**src/rtl/led_data_top.sv**
```systemverilog
// led_data_top
// ------------------------------------------------------------------------------
// Serial writer for an 8-position LED display bank.
//
// A write request captures a parallel byte and a 3-bit position address. The
// byte is then shifted out MSB-first on a shared DINex/SCLK pair. While it is
// shifted, the addressed position's active-low chip select is held low. The
// active-low clear request is forwarded to the display bank through one
// register.
//
// Optional feature, selected by the macro INPUT_SYNC_EN:
//   defined   : WRITEIn and CLEARIn each pass through a 2-flop synchronizer
//               before any logic uses them. Every trigger and clear latency
//               grows by 2 cycles.
//   undefined : WRITEIn and CLEARIn are used directly.
//
// Parameters
//   SCLK_HALF  SysClk cycles per SCLK half-period (must be >= 2).
//              SCLK = SysClk / (2 * SCLK_HALF).
//
// Ports
//   SysClk     in   system clock
//   SysRst     in   asynchronous active-high reset
//   DataIn     in   [7:0] byte to transmit, captured at an accepted trigger
//   AddressIn  in   [3:0] target position; 0..7 valid, 8..15 rejected
//   WRITEIn    in   write request; its rising edge triggers a transfer
//   CLEARIn    in   active-low clear; low during a transfer aborts it
//   CLROut     out  active-low clear to the display bank (registered CLEARIn)
//   CSOut      out  [7:0] active-low chip selects, one-hot-low while busy
//   DINex      out  serial data, MSB first, stable around each SCLK rise
//   SCLK       out  serial clock, idle low; the display samples on the rise
//   dbg_state  out  [1:0] current FSM state (IDLE/SETUP/SHIFT/HOLD)
//
// Request semantics
//   WRITEIn is a request with no ready/acknowledge path. A rising edge is
//   taken only when all three hold: the FSM is IDLE, AddressIn[3] is 0, and
//   the clear input is high. Any other rising edge is discarded. Rejected or
//   discarded edges are not queued and do not disturb a transfer in flight.
//   Holding WRITEIn high does not retrigger.
//
// Output timing
//   All serial outputs are registered. They reflect the state held *before*
//   the clock edge that updates them. As a result, CSOut falls one cycle after
//   the accepting edge, and the whole transfer keeps CS low for 18*SCLK_HALF
//   cycles. An abort bypasses this lag: outputs return to idle on the same
//   edge that samples CLEARIn low.
// ------------------------------------------------------------------------------
module led_data_top #(
  parameter int SCLK_HALF = 4
) (
  input  logic       SysClk,
  input  logic       SysRst,
  input  logic [7:0] DataIn,
  input  logic [3:0] AddressIn,
  input  logic       WRITEIn,
  input  logic       CLEARIn,
  output logic       CLROut,
  output logic [7:0] CSOut,
  output logic       DINex,
  output logic       SCLK,
  output logic [1:0] dbg_state
);

  // FSM encoding
  localparam logic [1:0] IDLE  = 2'd0;
  localparam logic [1:0] SETUP = 2'd1;
  localparam logic [1:0] SHIFT = 2'd2;
  localparam logic [1:0] HOLD  = 2'd3;

  // Phase counter: it must be able to count one full SCLK period
  // (2 * SCLK_HALF cycles).
  localparam int CW = $clog2(2 * SCLK_HALF) + 1;
  localparam logic [CW-1:0] HALF      = CW'(SCLK_HALF);
  localparam logic [CW-1:0] HALF_LAST = CW'(SCLK_HALF - 1);
  localparam logic [CW-1:0] FULL_LAST = CW'(2 * SCLK_HALF - 1);

  logic [1:0]    state;
  logic [CW-1:0] cnt;
  logic [2:0]    bitcnt;
  logic [7:0]    sr;
  logic [2:0]    addr_q;
  logic          write_s;
  logic          clear_s;
  logic          write_q;
  logic          trig;
  logic          accept;
  logic          abort;
  logic [7:0]    cs_sel;

  // ----------------------------------------------------------------------------
  // Input conditioning
  // ----------------------------------------------------------------------------
`ifdef INPUT_SYNC_EN
  logic [1:0] write_sync;
  logic [1:0] clear_sync;

  // Reset values keep the synchronized lines inactive:
  // no write request, and clear deasserted.
  always_ff @(posedge SysClk or posedge SysRst) begin
    if (SysRst) begin
      write_sync <= 2'b00;
      clear_sync <= 2'b11;
    end else begin
      write_sync <= {write_sync[0], WRITEIn};
      clear_sync <= {clear_sync[0], CLEARIn};
    end
  end

  assign write_s = write_sync[1];
  assign clear_s = clear_sync[1];
`else
  assign write_s = WRITEIn;
  assign clear_s = CLEARIn;
`endif

  // ----------------------------------------------------------------------------
  // Edge detect and clear forwarding
  // ----------------------------------------------------------------------------
  // write_q resets to 0, so WRITEIn already high when reset is released still
  // produces exactly one trigger.
  always_ff @(posedge SysClk or posedge SysRst) begin
    if (SysRst) begin
      write_q <= 1'b0;
      CLROut  <= 1'b0;
    end else begin
      write_q <= write_s;
      CLROut  <= clear_s;
    end
  end

  assign trig   = write_s & ~write_q;
  assign accept = trig & (state == IDLE) & ~AddressIn[3] & clear_s;
  assign abort  = ~clear_s & (state != IDLE);

  // One-hot-low chip select for the latched position
  always_comb begin
    cs_sel         = 8'hFF;
    cs_sel[addr_q] = 1'b0;
  end

  // ----------------------------------------------------------------------------
  // Transfer FSM with registered serial outputs
  // ----------------------------------------------------------------------------
  // SETUP : SCLK_HALF cycles with CS low, bit 7 on DINex, SCLK low.
  // SHIFT : 8 bits, each 2*SCLK_HALF cycles (high half first). DINex advances
  //         on each high-to-low SCLK transition.
  // HOLD  : SCLK_HALF cycles with CS still low after the last bit.
  always_ff @(posedge SysClk or posedge SysRst) begin
    if (SysRst) begin
      state  <= IDLE;
      cnt    <= '0;
      bitcnt <= 3'd0;
      sr     <= 8'h00;
      addr_q <= 3'd0;
      CSOut  <= 8'hFF;
      SCLK   <= 1'b0;
      DINex  <= 1'b0;
    end else if (abort) begin
      state  <= IDLE;
      cnt    <= '0;
      bitcnt <= 3'd0;
      CSOut  <= 8'hFF;
      SCLK   <= 1'b0;
      DINex  <= 1'b0;
    end else begin
      case (state)
        IDLE: begin
          CSOut <= 8'hFF;
          SCLK  <= 1'b0;
          DINex <= 1'b0;
          if (accept) begin
            sr     <= DataIn;
            addr_q <= AddressIn[2:0];
            cnt    <= '0;
            state  <= SETUP;
          end
        end

        SETUP: begin
          CSOut <= cs_sel;
          SCLK  <= 1'b0;
          DINex <= sr[7];
          if (cnt == HALF_LAST) begin
            cnt    <= '0;
            bitcnt <= 3'd7;
            state  <= SHIFT;
          end else begin
            cnt <= cnt + 1'b1;
          end
        end

        SHIFT: begin
          CSOut <= cs_sel;
          SCLK  <= (cnt < HALF);
          // The falling edge of SCLK moves DINex to the next bit. Zeros are
          // shifted in, so DINex drops to 0 once bit 0 has been sent.
          if (cnt == HALF) begin
            DINex <= sr[6];
            sr    <= {sr[6:0], 1'b0};
          end
          if (cnt == FULL_LAST) begin
            cnt <= '0;
            if (bitcnt == 3'd0) begin
              state <= HOLD;
            end else begin
              bitcnt <= bitcnt - 3'd1;
            end
          end else begin
            cnt <= cnt + 1'b1;
          end
        end

        HOLD: begin
          CSOut <= cs_sel;
          SCLK  <= 1'b0;
          DINex <= 1'b0;
          if (cnt == HALF_LAST) begin
            cnt   <= '0;
            state <= IDLE;
          end else begin
            cnt <= cnt + 1'b1;
          end
        end

        default: begin
          state <= IDLE;
          cnt   <= '0;
          CSOut <= 8'hFF;
          SCLK  <= 1'b0;
          DINex <= 1'b0;
        end
      endcase
    end
  end

  assign dbg_state = state;

endmodule

```
**config.mk**
```make
export PLATFORM = sky130hd
export DESIGN_NAME = led_data_top
export DESIGN_NICKNAME = d
export VERILOG_FILES = /design/src/rtl/led_data_top.sv
export SDC_FILE = /design/constraint.sdc
export NUM_CORES = 1
export LEC_CHECK = 0
export CORE_MARGIN = 4
export CORE_UTILIZATION = 56
export CTS_BUF_LIST = sky130_fd_sc_hd__clkbuf_16
export CTS_CLUSTER_DIAMETER = 60
export CTS_CLUSTER_SIZE = 28
export DETAILED_ROUTE_END_ITERATION = 8
export DONT_BUFFER_PORTS = 1
export PLACE_DENSITY_LB_ADDON = 0.1
export RECOVER_POWER = 100
export SLEW_MARGIN = 15
export SYNTH_ARGS = -nofsm -noshare
export SYNTH_HDL_FRONTEND = slang
export SYNTH_SLANG_ARGS = --single-unit
```
**constraint.sdc**
```tcl
create_clock -name SysClk -period 1.7 [get_ports SysClk]
set_input_delay 0.085 -clock SysClk [delete_from_list [all_inputs] [get_ports SysClk]]
set_output_delay 0.085 -clock SysClk [all_outputs]
set_load 0.02 [all_outputs]
```
Word level (Yosys, flattened, before mapping):

Cells that the tools add are included.

* add/sub/neg operators: 2
* $lt $le $gt $ge: 3
* bitwise gates (word level): 10
* divide/modulo/power cells: 0
* multiplexer cells: 29
* reduce and logical (&&, ||, !) cells: 14
* multipliers: 0
* shifts and indexed selects: 0
* equality and inequality tests: 15

Operator list (number)
* $pmux W8 S2: 2
* $mux W8: 3
* $ne A3 B3 Y1 const B: 7
* $mux W4: 4
* $mux W2: 6
* $mux W3: 4
* $pmux W4 S3: 1
* $eq A4 B3 Y1 const B: 2
* $not A8 Y8: 1
* $pmux W2 S4: 1
* $reduce_and A4 Y1: 2
* $pmux W3 S2: 1
* $reduce_or A3 Y1: 2
* $and A1 B1 Y1: 5
* $reduce_and A5 Y1: 1
* $add A4 B1 Y4 const B: 1
* $eq A2 B2 Y1 const B: 2
* $eq A4 B2 Y1 const B: 1
* $lt A3 B4 Y1 const B: 1
* $lt A4 B3 Y1 const B: 1
* $mux W1: 4
* $ne A2 B2 Y1 const B: 2
* $not A1 Y1: 4
* $reduce_bool A2 Y1: 2
* other kinds (12): 13

* bits in read-only memories: 0
* memories: 0
* word-level logic and storage cells: 83
* bits in registers: 32
* latch bits: 0
* memory bits (writable): 0
* input bits: 16

Logic depth before layout (Yosys ltp):

* depth after elaboration: 8
* gate-level depth with buffers: 8
* mapped depth without buffers: 6

Worst setup path after synthesis:

No wires, ideal clock.

* path kind: register -> register
* from: reg state[0] (netlist: dbg_state[0])
* to: reg state[1] (netlist: dbg_state[1])
* setup time: 0.122 ns
* data required time: 1.578 ns
* path slack: -0.250 ns
* path buffers: 1
* arrival: 1.828 ns
* period minus slack after synthesis: 1.950 ns
* stages on the path, launching flop included: 8
* cells stage by stage: dfrtp_1 -> inv_1 -> ha_1 -> buf_6 -> or2_4 -> and3_4 -> a211o_1 -> a32o_1

* cells in the longest elaborated chain, start to end: 6
* elaborated cells on any way between the ends: 17
* those cells by class: 8 x eq/ne; 2 x mux; 4 x bitwise; 3 x reduce/logical

RTL lines
* start, declared: RTL line 77 `logic [1:0] state;`
* start signal, assigned: RTL line 150 `state <= IDLE;`
* start signal, assigned: RTL line 159 `state <= IDLE;`
* start signal, assigned: RTL line 175 `state <= SETUP;`
* $logic_not A2 Y1: RTL line 132, 166
* $and A1 B1 Y1 (3 in series): RTL line 132 `assign accept = trig & (state == IDLE) & ~AddressIn[3] & clear_s;`
* $ne A3 B3 Y1 (no line)
* $reduce_and A5 Y1 (no line)

Parallel ways exist; a longest one is shown, timed or not.
A chain may end at the register's enable or synchronous reset.

Worst setup path in the final report:

* from: reg state[1] (netlist: dbg_state[1])
* to: reg state[1] (netlist: dbg_state[1])

Same word-level chain as after synthesis.

==> results.py <==
metrics = {
    "outcome": {
        "outcome": "complete, but fails checks",
        "violations": "negative hold slack, negative setup slack",
    },
    "logic_synthesis": {
        "synth_edf_count": 0,
        "synth_xor_area_share_pct": 0.522,
        "synth_compound_area_share_pct": 13.5,
        "avgSynthCellArea_um2": 10.9,
        "yosysWarnings": 0,
        "synth_top_area_share_pct": 35.8,
        "synthesis.nets": 179,
        "synth_top_family_by_area": "simple AND/OR/NAND/NOR gates",
        "ys_types": 44,
        "synth_area_mm2": 0.00168,
        "yosys.area_share.adder_pct": 6.71,
        "synth_flop_cell": "dfrtp_1",
        "synthArstFlopShare_pct": 100,
        "synth_seq_area_share_pct": 48.3,
        "synth.area.top_cells": "dfrtp_1 (36%), dfstp_2 (13%), ha_1 (6.7%), mux2i_1 (4.8%), nand2_1 (4.0%)",
        "synth-seq-cells": 32,
        "syn-instance-count": 154,
        "synthMuxAreaShare_pct": 6.78,
        "yosysTopAreaCell": "dfrtp_1",
        "yosys.area_share.simple_pct": 19.7,
    },
    "worst_hold_path": {
        "hp-start": "DataIn[3]",
        "min_path_type": "in -> reg",
    },
    "critical_path": {
        "worst_ep_required_time_ns": 1.86,
        "rr_startpoint": "dbg_state[1]$_DFFE_PP0P_",
        "cp-start-kind": "register",
        "worstSetupPathType": "reg -> reg",
        "end_kind": "register",
        "crit_fanout": 5,
        "crit_arrival_ns": 1.86,
        "crit_path_start": "dbg_state[1]$_DFFE_PP0P_",
    },
    "sta": {
        "setup_violations": 1,
        "period_share_pct": 100,
        "finalClockSkew_ns": 0.00739,
        "worst_slew_pin_slew_ns": 0.759,
        "fmax_mhz": 587,
        "hold-worst-slack_ns": -0.00821,
        "slew_violations": 0,
        "min_period_ns": 1.70,
        "hold_viol": 2,
        "maxSlewHeadroom_pct": 49.4,
        "setup_ws_ns": -0.00430,
        "rsz0062_at_grt": "yes",
    },
    "cells_and_area": {
        "final_core_utilization_pct": 81.6,
        "final_cell_mix": "dfrtp_1 (22), buf_4 (21), nand2_1 (13)",
        "fin_nets": 220,
        "drive_gt1_share_pct": 35.7,
        "diodes": 0,
        "final_common_cell": "dfrtp_1",
        "final-instance-count-excl-fill": 227,
        "area_delta_synth_final_pct": 36.4,
    },
    "power": {
        "swShare_pct": 35.8,
        "p_int_mw": 2.44,
        "leakage_nw": 0.965,
        "seqPwrFrac_pct": 32.6,
        "p_sw_mw": 1.36,
        "combPwrFrac_pct": 44.5,
        "ir_drop_mv": 1.14,
        "power_density_mw_per_mm2": 1660,
        "p_total_mw": 3.79,
        "power.share.clock_pct": 22.9,
    },
    "detailed_routing": {
        "drt-pass1-iter-count": 4,
        "vias": 1305,
        "drc": 0,
        "antenna_left": 0,
        "wl_per_cell_um": 16.8,
        "drt-total-wl_um": 3810,
        "drtIter0Drc": 53,
        "vias_per_cell": 5.75,
    },
    "floorplan": {
        "die_area_mm2": 0.00394,
        "die_w_um": 62.8,
        "fp-row-count": 19,
        "fp.dieH_um": 62.8,
        "ios": 29,
        "initial_core_util_pct": 59.9,
        "core_area_mm2": 0.00281,
    },
    "clocking": {
        "cts_tree": "built",
        "clk_latency_ns": 0.28,
        "cts_sinks": 32,
        "cts_inserted_buffers": 5,
        "root_buffer": "clkbuf_16",
        "cts.clk_slew.worst_paths_ns": 0.05,
        "cts.htree.levels": 2,
        "clk_path_buf_depth": 2,
    },
    "grt": {
        "overflow": 0,
        "grt_antenna_before_repair": 0,
        "grt_max_degree": 33,
        "grt_pass1_vias": 1370,
        "track_usage_pct": 20.5,
        "grt_pass1_wl_um": 6400,
    },
    "placed_design": {
        "post-dp-hpwl_um": 2480,
        "gp_congestion": 0.856,
        "port_buffers": 0,
        "dp.cells": 205,
    },
    "flow_run": {
        "drv_cap": 0,
    },
}
[cell usage after synthesis, types with 4 or more instances]
master,n
dfrtp_1,24
nor2_1,7
inv_1,9
nor2b_1,5
nand3_1,6
o22a_1,4
o21ai_0,8
nand2_1,18
ha_1,9
dfstp_2,8
mux2i_1,8
[path summary, 6_finish.rpt]
check	depth (start not counted)	slack (ns)	to
setup / recovery	7	-0.004	dbg_state[1]$_DFFE_PP0P_
hold / removal	2	-0.008	sr[3]$_DFFE_PP0P_
setup reg to reg	7	-0.004	dbg_state[1]$_DFFE_PP0P_
hold reg to reg	2	0.48	sr[3]$_DFFE_PP0P_
max in group asynchronous	3	0.67	dbg_state[0]$_DFFE_PP0P_
min in group asynchronous	3	0.49	DINex$_DFFE_PP0P_
[metrics by stage]
step	setup slack (ns)	TNS [ns]	area (µm²)
2_1_floorplan	-0.0768	-0.227	1700
3_3_place_gp	-0.0268	-0.0562	1890
3_5_place_dp	-0.0699	-0.204	1890
4_1_cts	-0.00575	-0.00575	2160
5_1_grt	-0.0594	-0.430	2290
6_report	-0.00430	-0.00430	2290
[power by group through the flow]
stage | clock, mW | sequential (mW) | combinational, mW
3_3_place_gp | 0 | 1.22 | 1.33
3_5_place_dp | 0 | 1.23 | 1.37
4_1_cts | 0.861 | 1.23 | 1.46
6_report | 0.869 | 1.24 | 1.69
2_1_floorplan | 0 | 1.23 | 0.875
5_1_grt | 0.911 | 1.27 | 1.84
[cell families (layout without fill, tap and decap cells)]
group | count (synthesis) | after routing
AO/OA/AOI/OAI | 29 | 29
adder cells (fa/ha/maj) | 9 | 9
AND/OR/NAND/NOR | 57 | 57
buffers and inverters | 15 | 57
XOR/XNOR | 1 | 1
multiplexers | 11 | 11
flip-flops | 32 | 32
[metal layers]
metal | vias up | GRT usage, % | routed length (µm)
li1 | 630 | - | -
met1 | 638 | 25.4 | 1650
met2 | 30 | 33.7 | 1930
met3 | 7 | 6.12 | 178
met4 | 0 | 7.99 | 59
met5 | - | 0 | 0
[state kept, by name (all words and copies together) (netlist names)]
register   cells
CSOut          8
sr             8
cnt            4
addr_q         3
bitcnt         3
dbg_state      2
CLROut         1
DINex          1
SCLK           1
write_q        1
[timing repair]
item                                   in CTS  in global routing
gates cloned                                0                  1
buffers inserted                            2                  3
hold buffers                                9                  0
resized for setup                           7                 29
pin swaps                                   3                  7
endpoints found under the hold margin      32                  0
setup endpoints to repair                  13                 16
[final cells by class]
cell class / instances / area [µm²]
Multi-Input combinational cell: 107 / 921
Sequential cell: 32 / 813
Fill cell: 172 / 515
Timing Repair Buffer: 40 / 339
Clock buffer: 5 / 125
Tap cell: 31 / 38.8
Inverter: 9 / 33.8
Clock inverter: 3 / 18.8
[critical path, stage by stage (launching register included)]
cell	delay (ns)
dfrtp_2	0.40
inv_2	0.07
buf_6	0.11
ha_4	0.17
or2_4	0.24
and3_4	0.17
a211o_1	0.23
a32o_1	0.20
Note: power is estimated with default switching activity, not from simulation.
